## config.mk

```make
export PLATFORM = sky130hd
export DESIGN_NAME = sca_sequencer
export DESIGN_NICKNAME = d
export VERILOG_FILES = /design/src/rtl/sca_sequencer.sv
export SDC_FILE = /design/constraint.sdc
export NUM_CORES = 1
export LEC_CHECK = 0
export ABC_AREA = 1
export BUFFER_PORTS_ARGS = -buffer_cell sky130_fd_sc_hd__buf_2
export CORE_UTILIZATION = 47
export CTS_BUF_LIST = sky130_fd_sc_hd__clkbuf_8
export DETAILED_ROUTE_END_ITERATION = 6
export GPL_ROUTABILITY_DRIVEN = 0
export GPL_TIMING_DRIVEN = 1
export PLACE_DENSITY = 0.76
export REMOVE_ABC_BUFFERS = 1
export SLEW_MARGIN = 25
export SYNTH_ARGS = -nofsm -noshare
export SYNTH_HDL_FRONTEND = slang
export SYNTH_SLANG_ARGS = --single-unit
```

## constraint.sdc

```tcl
create_clock -name sys_clk -period 2.3 [get_ports sys_clk]
set_clock_uncertainty 0.2 [all_clocks]
set_input_delay 0.575 -clock sys_clk [delete_from_list [all_inputs] [get_ports sys_clk]]
set_output_delay 0.575 -clock sys_clk [all_outputs]
set_load 0.01 [all_outputs]
```

## src/rtl/sca_sequencer.sv

```systemverilog
// Host-side sequencer for one sca_unlock measurement: serial pattern load,
// flip_clk burst, scan-chain capture and readback, all timed off sys_clk.
module sca_sequencer #(
   parameter int NUM_INS  = 8,
   parameter int NUM_OUTS = 8,
   parameter int CLK_DIV  = 4,
   parameter int FLIP_W   = 16
) (
   input  logic                 sys_clk,
   input  logic                 sca_reset,
   input  logic                 start,
   input  logic [2*NUM_INS-1:0] cfg_pattern,
   input  logic [FLIP_W-1:0]    cfg_flips,
   output logic                 busy,
   output logic                 done,
   output logic [NUM_OUTS-1:0]  result,
   output logic                 echo_err,
   output logic                 sr_clk,
   output logic                 sr_data,
   input  logic                 sr_echo,
   output logic                 flip_clk,
   output logic                 so_enable,
   output logic                 so_clk,
   input  logic                 so_data
);

   localparam int PW = 2 * NUM_INS;
   localparam int TW = (CLK_DIV > 1) ? $clog2(CLK_DIV) : 1;
   localparam int BW = (PW > 1) ? $clog2(PW) : 1;
   localparam int OW = (NUM_OUTS > 1) ? $clog2(NUM_OUTS) : 1;

   typedef enum logic [3:0] {
      S_IDLE, S_LOAD_HI, S_LOAD_LO, S_FLIP_HI, S_FLIP_LO,
      S_CAP_HI, S_CAP_LO, S_SH_HI, S_SH_LO, S_DONE
   } state_t;

   state_t              r_state;
   state_t              w_nextState;
   logic [TW-1:0]       r_timer;
   logic [BW-1:0]       r_bitCnt;
   logic [OW-1:0]       r_outCnt;
   logic [FLIP_W-1:0]   r_flipCnt;
   logic [PW-1:0]       r_pattern;
   logic [PW-1:0]       r_txShift;
   logic [PW-1:0]       r_echoShift;
   logic [PW-1:0]       r_lastPattern;
   logic [NUM_OUTS-1:0] r_shadow;
   logic [NUM_OUTS-1:0] r_result;
   logic                r_busy;
   logic                r_done;
   logic                r_echoErr;
   logic                r_srClk;
   logic                r_srData;
   logic                r_flipClk;
   logic                r_soEnable;
   logic                r_soClk;
   logic                w_accept;
   logic                w_phaseEnd;
   logic                w_lastBit;
   logic                w_lastOut;
   logic                w_nextTxBit;

   assign w_accept   = (r_state == S_IDLE) && start;
   assign w_phaseEnd = (r_timer == TW'(CLK_DIV - 1));
   assign w_lastBit  = (r_bitCnt == BW'(PW - 1));
   assign w_lastOut  = (r_outCnt == OW'(NUM_OUTS - 1));

   always_comb begin
      w_nextState = r_state;
      w_nextTxBit = r_txShift[PW-1];
      case (r_state)
         S_IDLE:    if (start) w_nextState = S_LOAD_HI;
         S_LOAD_HI: if (w_phaseEnd) w_nextState = S_LOAD_LO;
         S_LOAD_LO: begin
            if (w_phaseEnd) begin
               if (!w_lastBit)            w_nextState = S_LOAD_HI;
               else if (r_flipCnt != '0)  w_nextState = S_FLIP_HI;
               else                       w_nextState = S_CAP_HI;
            end
         end
         S_FLIP_HI: if (w_phaseEnd) w_nextState = S_FLIP_LO;
         S_FLIP_LO: begin
            if (w_phaseEnd)
               w_nextState = (r_flipCnt == FLIP_W'(1)) ? S_CAP_HI : S_FLIP_HI;
         end
         S_CAP_HI:  if (w_phaseEnd) w_nextState = S_CAP_LO;
         S_CAP_LO:  if (w_phaseEnd) w_nextState = S_SH_HI;
         S_SH_HI:   if (w_phaseEnd) w_nextState = S_SH_LO;
         S_SH_LO:   if (w_phaseEnd) w_nextState = w_lastOut ? S_DONE : S_SH_HI;
         S_DONE:    w_nextState = S_IDLE;
         default:   w_nextState = S_IDLE;
      endcase
      // Bit presented on sr_data in the upcoming LOAD pair
      if (w_accept)
         w_nextTxBit = cfg_pattern[PW-1];
      else if ((r_state == S_LOAD_LO) && w_phaseEnd)
         w_nextTxBit = r_txShift[PW-2];
   end

   always_ff @(posedge sys_clk or negedge sca_reset) begin
      if (!sca_reset) begin
         r_state <= S_IDLE;
         r_timer <= '0;
      end else begin
         r_state <= w_nextState;
         if ((w_nextState != r_state) || (r_state == S_IDLE) || (r_state == S_DONE))
            r_timer <= '0;
         else
            r_timer <= r_timer + TW'(1);
      end
   end

   always_ff @(posedge sys_clk or negedge sca_reset) begin
      if (!sca_reset) begin
         r_bitCnt      <= '0;
         r_outCnt      <= '0;
         r_flipCnt     <= '0;
         r_pattern     <= '0;
         r_txShift     <= '0;
         r_echoShift   <= '0;
         r_lastPattern <= '0;
         r_shadow      <= '0;
         r_result      <= '0;
         r_echoErr     <= 1'b0;
      end else begin
         if (w_accept) begin
            r_pattern   <= cfg_pattern;
            r_txShift   <= cfg_pattern;
            r_echoShift <= r_lastPattern;
            r_flipCnt   <= cfg_flips;
            r_bitCnt    <= '0;
            r_outCnt    <= '0;
            r_echoErr   <= 1'b0;
         end
         // Loopback shows the previous run's pattern leaving the receiver
         if ((r_state == S_LOAD_HI) && w_phaseEnd && (sr_echo != r_echoShift[PW-1]))
            r_echoErr <= 1'b1;
         if ((r_state == S_LOAD_LO) && w_phaseEnd) begin
            r_txShift   <= r_txShift << 1;
            r_echoShift <= r_echoShift << 1;
            r_bitCnt    <= r_bitCnt + BW'(1);
         end
         if ((r_state == S_FLIP_LO) && w_phaseEnd)
            r_flipCnt <= r_flipCnt - FLIP_W'(1);
         if ((r_state == S_SH_HI) && w_phaseEnd)
            r_shadow <= (r_shadow << 1) | NUM_OUTS'(so_data);
         if ((r_state == S_SH_LO) && w_phaseEnd)
            r_outCnt <= r_outCnt + OW'(1);
         if (w_nextState == S_DONE) begin
            r_result      <= r_shadow;
            r_lastPattern <= r_pattern;
         end
      end
   end

   // Pins are registered copies of the next-state decode so they never glitch
   always_ff @(posedge sys_clk or negedge sca_reset) begin
      if (!sca_reset) begin
         r_busy     <= 1'b0;
         r_done     <= 1'b0;
         r_srClk    <= 1'b0;
         r_srData   <= 1'b0;
         r_flipClk  <= 1'b0;
         r_soEnable <= 1'b0;
         r_soClk    <= 1'b0;
      end else begin
         r_busy     <= (w_nextState != S_IDLE) && (w_nextState != S_DONE);
         r_done     <= (w_nextState == S_DONE);
         r_srClk    <= (w_nextState == S_LOAD_HI);
         r_srData   <= ((w_nextState == S_LOAD_HI) || (w_nextState == S_LOAD_LO)) ? w_nextTxBit : 1'b0;
         r_flipClk  <= (w_nextState == S_FLIP_HI);
         r_soEnable <= (w_nextState == S_SH_HI) || (w_nextState == S_SH_LO);
         r_soClk    <= (w_nextState == S_CAP_HI) || (w_nextState == S_SH_HI);
      end
   end

   assign busy      = r_busy;
   assign done      = r_done;
   assign result    = r_result;
   assign echo_err  = r_echoErr;
   assign sr_clk    = r_srClk;
   assign sr_data   = r_srData;
   assign flip_clk  = r_flipClk;
   assign so_enable = r_soEnable;
   assign so_clk    = r_soClk;

endmodule

```

== Word level (Yosys, flattened, before mapping) ==
Index checks and enable logic that the tools add are counted.

* Register bits after elaboration: 117
* Input port bits: 37
* Output and inout bits: 16
* Logic and storage cells: 97

* $add $sub $neg: 4
* Eq/ne operators: 23
* Mux-type cells: 30
* Bitwise gates (word level): 1
* Reduce and logical (&&, ||, !) cells: 20

{| class="wikitable"
|+ Operators with widths
! operator !! number
|-
| 2-to-1 mux 16 bit || 6
|-
| 2-to-1 mux 4 bit || 12
|-
| case mux 4 bit (9 select lines) || 1
|-
| equality test 4 x 3 -> 1 bit, second input constant || 6
|-
| equality test 4 bit, second input constant || 5
|-
| equality test 16 x 1 -> 1 bit, second input constant || 1
|-
| equality test 4 x 2 -> 1 bit, second input constant || 4
|-
| nonzero test 16 bit || 1
|-
| subtractor 16 x 1 -> 16 bit, second input constant || 1
|-
| 2-to-1 mux 3 bit || 5
|-
| equality test 4 x 1 -> 1 bit, second input constant || 2
|-
| logical AND 1 bit || 8
|-
| OR 8 x 1 -> 8 bit || 1
|-
| nonzero test 2 bit || 4
|-
| logical OR 1 bit || 5
|-
| 2-to-1 mux 1 bit || 5
|-
| adder 4 x 1 -> 4 bit, second input constant || 1
|-
| zero test 4 bit || 1
|-
| inequality test 4 bit || 1
|-
| inequality test 4 bit, second input constant || 1
|-
| nonzero test 4 bit || 1
|-
| adder 3 x 1 -> 3 bit, second input constant || 1
|-
| equality test 3 bit, second input constant || 1
|-
| adder 2 x 1 -> 2 bit, second input constant || 1
|-
| 3 further kinds || 3
|}

== Longest topological paths before layout ==
* Depth in word-level cells: 9
* Mapped depth: 12
* Mapped depth without buffers: 12

== Least setup slack after synthesis ==
OpenSTA, ideal clock, no wires.

* Kind: flip-flop to flip-flop
* From: register r_timer[0]
* To: register r_result[4] (netlist: result[4])
* Library setup time: 0.118 ns
* Arrival: 1.574 ns
* Required time: 1.982 ns
* Path slack: 0.407 ns
* Cell stages (with the launch flop): 13
* Buffers on the path: 2
* Clock period less this slack: 1.893 ns
* Path through: dfrtp_1 > ha_1 > buf_2 > nand2_1 > nand3_1 > nand2_1 > nor2_1 > nand3_2 > nand2_1 > nand4_4 > buf_6 > nand2_1 > nand2_1

* Word-level cells in the longest chain between the ends: 4
* Elaborated cells between the ends (all ways): 11
* Those cells by class: eq/ne (2); mux (9)

{| class="wikitable"
|+ Ends and longest elaborated chain
! element !! RTL line !! source
|-
| start, declared || 39 || <nowiki>logic [TW-1:0] r_timer;</nowiki>
|-
| start signal, assigned || 109 || <nowiki>r_timer <= r_timer + TW'(1);</nowiki>
|-
| equality test 2 bit * || 64 || <nowiki>assign w_phaseEnd = (r_timer == TW'(CLK_DIV - 1));</nowiki>
|-
| 2-to-1 mux 4 bit (tied with other cells) || 89 || <nowiki>S_SH_LO: if (w_phaseEnd) w_nextState = w_lastOut ? S_DONE : S_SH_HI;</nowiki>
|-
| case mux 4 bit (9 select lines) * || 71 || <nowiki>case (r_state)</nowiki>
|-
| equality test 4 bit * || 149 || <nowiki>if (w_nextState == S_DONE) begin</nowiki>
|-
| end signal, assigned || 150 || <nowiki>r_result <= r_shadow;</nowiki>
|-
| end, declared || 48 || <nowiki>logic [NUM_OUTS-1:0] r_result;</nowiki>
|}

Mark *: on every way between the ends. The rest lies on a longest branch, timed or not.
A chain may end at the register's enable or synchronous reset.

== Worst setup path in the final report ==
* From: register r_state[3]
* To: register r_busy (netlist: busy)

* Word-level cells in the longest chain between the ends: 4
* Elaborated cells between the ends (all ways): 22
* Those cells by class: eq/ne (9); mux (10); reduce/logical (3)

{| class="wikitable"
|+ Ends and longest elaborated chain
! element !! RTL line !! source
|-
| start, declared || 37 || <nowiki>state_t r_state;</nowiki>
|-
| start signal, assigned || 105 || <nowiki>r_state <= w_nextState;</nowiki>
|-
| equality test 4 bit (tied with other cells) || 71 ||
|-
| case mux 4 bit (9 select lines) * || 71 ||
|-
| inequality test 4 bit / nonzero test 4 bit (equally long branches) || 167 || <nowiki>r_busy <= (w_nextState != S_IDLE) && (w_nextState != S_DONE);</nowiki>
|-
| logical AND 1 bit * || 167 ||
|-
| end signal, assigned || 167 ||
|-
| end, declared || 49 || <nowiki>logic r_busy;</nowiki>
|}

Marks and branches as above.

==> results.md <==
* Library cells used by synthesis at 39
* Fraction of layout cells with a size suffix above 1 at 0.184
* Yosys warns at 0
* # setup viols final at 0
* LEAKAGE at 3.13 nW
* HPWL after detailed placement at 7940 um
* Startpoint type of the worst setup path: flop
* All-Layer GR Usage at 0.224
* Hold Slack at 0.156 ns
* Post-Synthesis Cells at 636
* Vias per Instance at 5.33
* Total gr overflow at 0
* Endpoint class of the critical path: flop
* Relative slew slack at 0.757
* I/O Buffers at 52
* Fmax at 466 MHz
* Power density over the cells at 642 nW/um2
* Post-route cell area at 6350 um2
* Worst-path clk slew at 0.08 ns
* Hold Fails Final Rpt at 0
* Vias in the first global route at 4545
* Area grow syn2layout at 17.5%
* CP max FO at 10
* FP Rows at 38
* Iter 0 DRT Violations at 306
* Core area at 11000 um2
* Worst slew pin tran at 0.365 ns
* Mapped cell area at 5410 um2
* Avg Cell Area, Syn at 8.50 um2
* First-pass GRT wire length at 20600 um
* Clk_lat worst skew at 0.43 ns
* Critical path type: reg2reg
* Maximum VDD drop at 0.310 mV
* Final Util at 0.576
* Fill cells at 989
* Die Y at 109 um
* Detailed Route WL at 12100 um
* WP data required at 2.43 ns
* Leading cell type in the layout, fill and taps excluded: nand2_1
* Wire per inst at 14.1 um
* Seq/Total Area, Yosys at 0.542
* DRT Pass-1 Iters at 5
* H-tree level count at 4
* Routed vias at 4571
* Initial antenna violation count at 0
* Hold WC Path Type: in2reg
* Drt drc at 0
* Critical Path AT at 2.27 ns
* Minimum clock period at 2.14 ns
* Commonest non-fill, non-tap cells in the layout: 252 x nand2_1, 115 x dfrtp_1, 57 x nor2_1
* CTS buffer count at 17
* Clk buf depth at 2
* Die area at 11900 um2
* Ports at 53
* Final ANT Viol Nets at 0
* Root buffer cell: clkbuf_8
* Synth Register Bits at 117
* N_diodes at 0
* Status: finished clean
* Slew Limit Fails at 0
* Final worst-path cycle share at 0.932
* Fin cells at 857
* CTS sink cnt at 117
* Nets at 748
* Total power at 0.00408 W
* CTS tree: yes
* Post-placement cell area at 5870 um2
* Initial Utilization at 0.490
* Inst Count DP at 822
* Die W at 109 um
* Largest net degree at the start of global routing at 55
* Maximum Capacitance Violations at 0
-- stage by stage --
| stage | setup TNS [ns] | setup slack, ns |
|---|---|---|
| floorplan | -7.83 | -0.386 |
| global placement | 0 | 0.0256 |
| detailed placement | -0.110 | -0.0637 |
| CTS | 0 | 0.0321 |
| global route | -0.0188 | -0.00967 |
| finish | 0 | 0.155 |
-- per-layer routing --
metal / vias up / part of all wire / track usage
met3: 15 / 0.050 / 0.0526
met4: 0 / 0.014 / 0.0867
met1: 2207 / 0.46 / 0.291
met2: 126 / 0.47 / 0.363
li1: 2223 / - / -
met5: - / 0 / 0
-- sequential cells by signal (all words and copies together), names as in the netlist, 2 cells and up --
name,flops
r_shadow,8
r_txShift,16
r_flipCnt,16
result,8
r_bitCnt,4
r_timer,2
r_lastPattern,16
r_pattern,16
r_outCnt,3
r_state,4
r_echoShift,16
-- cell families (layout without fill, tap and decap cells) --
logic type	Yosys count	in the layout	synth area share
flops	117	117	0.542
simple gates	385	386	0.304
xor+xnor	9	9	0.0146
fa+ha+maj	7	7	0.0162
buf+inv	60	140	0.0535
compound gates	58	58	0.0704
-- worst max-delay path: stages (launching register included) --
cell     delay (ns)
dfrtp_1        0.46
inv_2          0.13
nand2_1        0.12
nor2_4         0.06
nand2_4        0.12
nand2_1        0.09
inv_2          0.09
nand3_2        0.19
buf_6          0.21
inv_4          0.07
nand3_1        0.12
nor2_1         0.14
nor2_1         0.05
-- cell usage after synthesis, drive strengths merged --
master / number / area, um2
buf: 18 / 129
nand3: 34 / 180
clkbuf: 8 / 30.0
o211ai: 8 / 60.1
xnor2: 2 / 17.5
nand3b: 1 / 7.51
nand2: 256 / 983
nor2: 63 / 262
inv: 33 / 126
a22o: 1 / 8.76
a21oi: 3 / 26.3
dfrtp: 117 / 2930
o21bai: 1 / 7.51
o21ai: 19 / 95.1
o31ai: 1 / 7.51
clkinv: 1 / 3.75
o22ai: 3 / 18.8
o221ai: 2 / 17.5
a32o: 2 / 20.0
o311ai: 1 / 8.76
nor3: 3 / 20.0
xor2: 7 / 61.3
a22oi: 1 / 7.51
a211oi: 2 / 15.0
a31oi: 14 / 87.6
nand4: 28 / 190
ha: 7 / 87.6
-- power by group --
part / internal [W] / switching (W) / total [W]
clock: 0.00103 / 0.000896 / 0.00193
sequential: 0.00206 / 0.00000308 / 0.00206
combinational: 0.0000317 / 0.0000523 / 0.0000840
total: 0.00312 / 0.000951 / 0.00408
-- what timing repair did --
item                                    CTS  global route
gates cloned                              0             1
hold buffers                              1             0
endpoints found under the setup margin    9            29
setup buffers                             0             1
pin swaps                                 0             2
resized for setup                         1             8
hold endpoints to repair                 23             0
-- path summary, 6_finish.rpt --
path	start	endpoint	slack [ns]	cells after the start
max	r_state[3]	busy	0.16	12
min	cfg_pattern[4]	r_pattern[4]	0.16	3
max reg2reg	r_state[3]	busy	0.16	12
min reg2reg	r_timer[0]	r_timer[0]	0.25	1
max in group asynchronous	sca_reset	r_txShift[2]	0.88	3
min in group asynchronous	sca_reset	r_pattern[0]	0.40	2
-- final cells by class --
| type | instances | area [um2] | area share |
|---|---|---|---|
| inverters | 34 | 130 | 0.0205 |
| flip-flops and latches | 117 | 2930 | 0.461 |
| multi-input cells | 460 | 2220 | 0.350 |
| clock inverters | 13 | 146 | 0.0230 |
| repair buffers | 74 | 488 | 0.0768 |
| clock buffers | 19 | 262 | 0.0412 |
| well taps | 140 | 175 | 0.0276 |
Note: power is estimated with default switching activity, not from simulation.
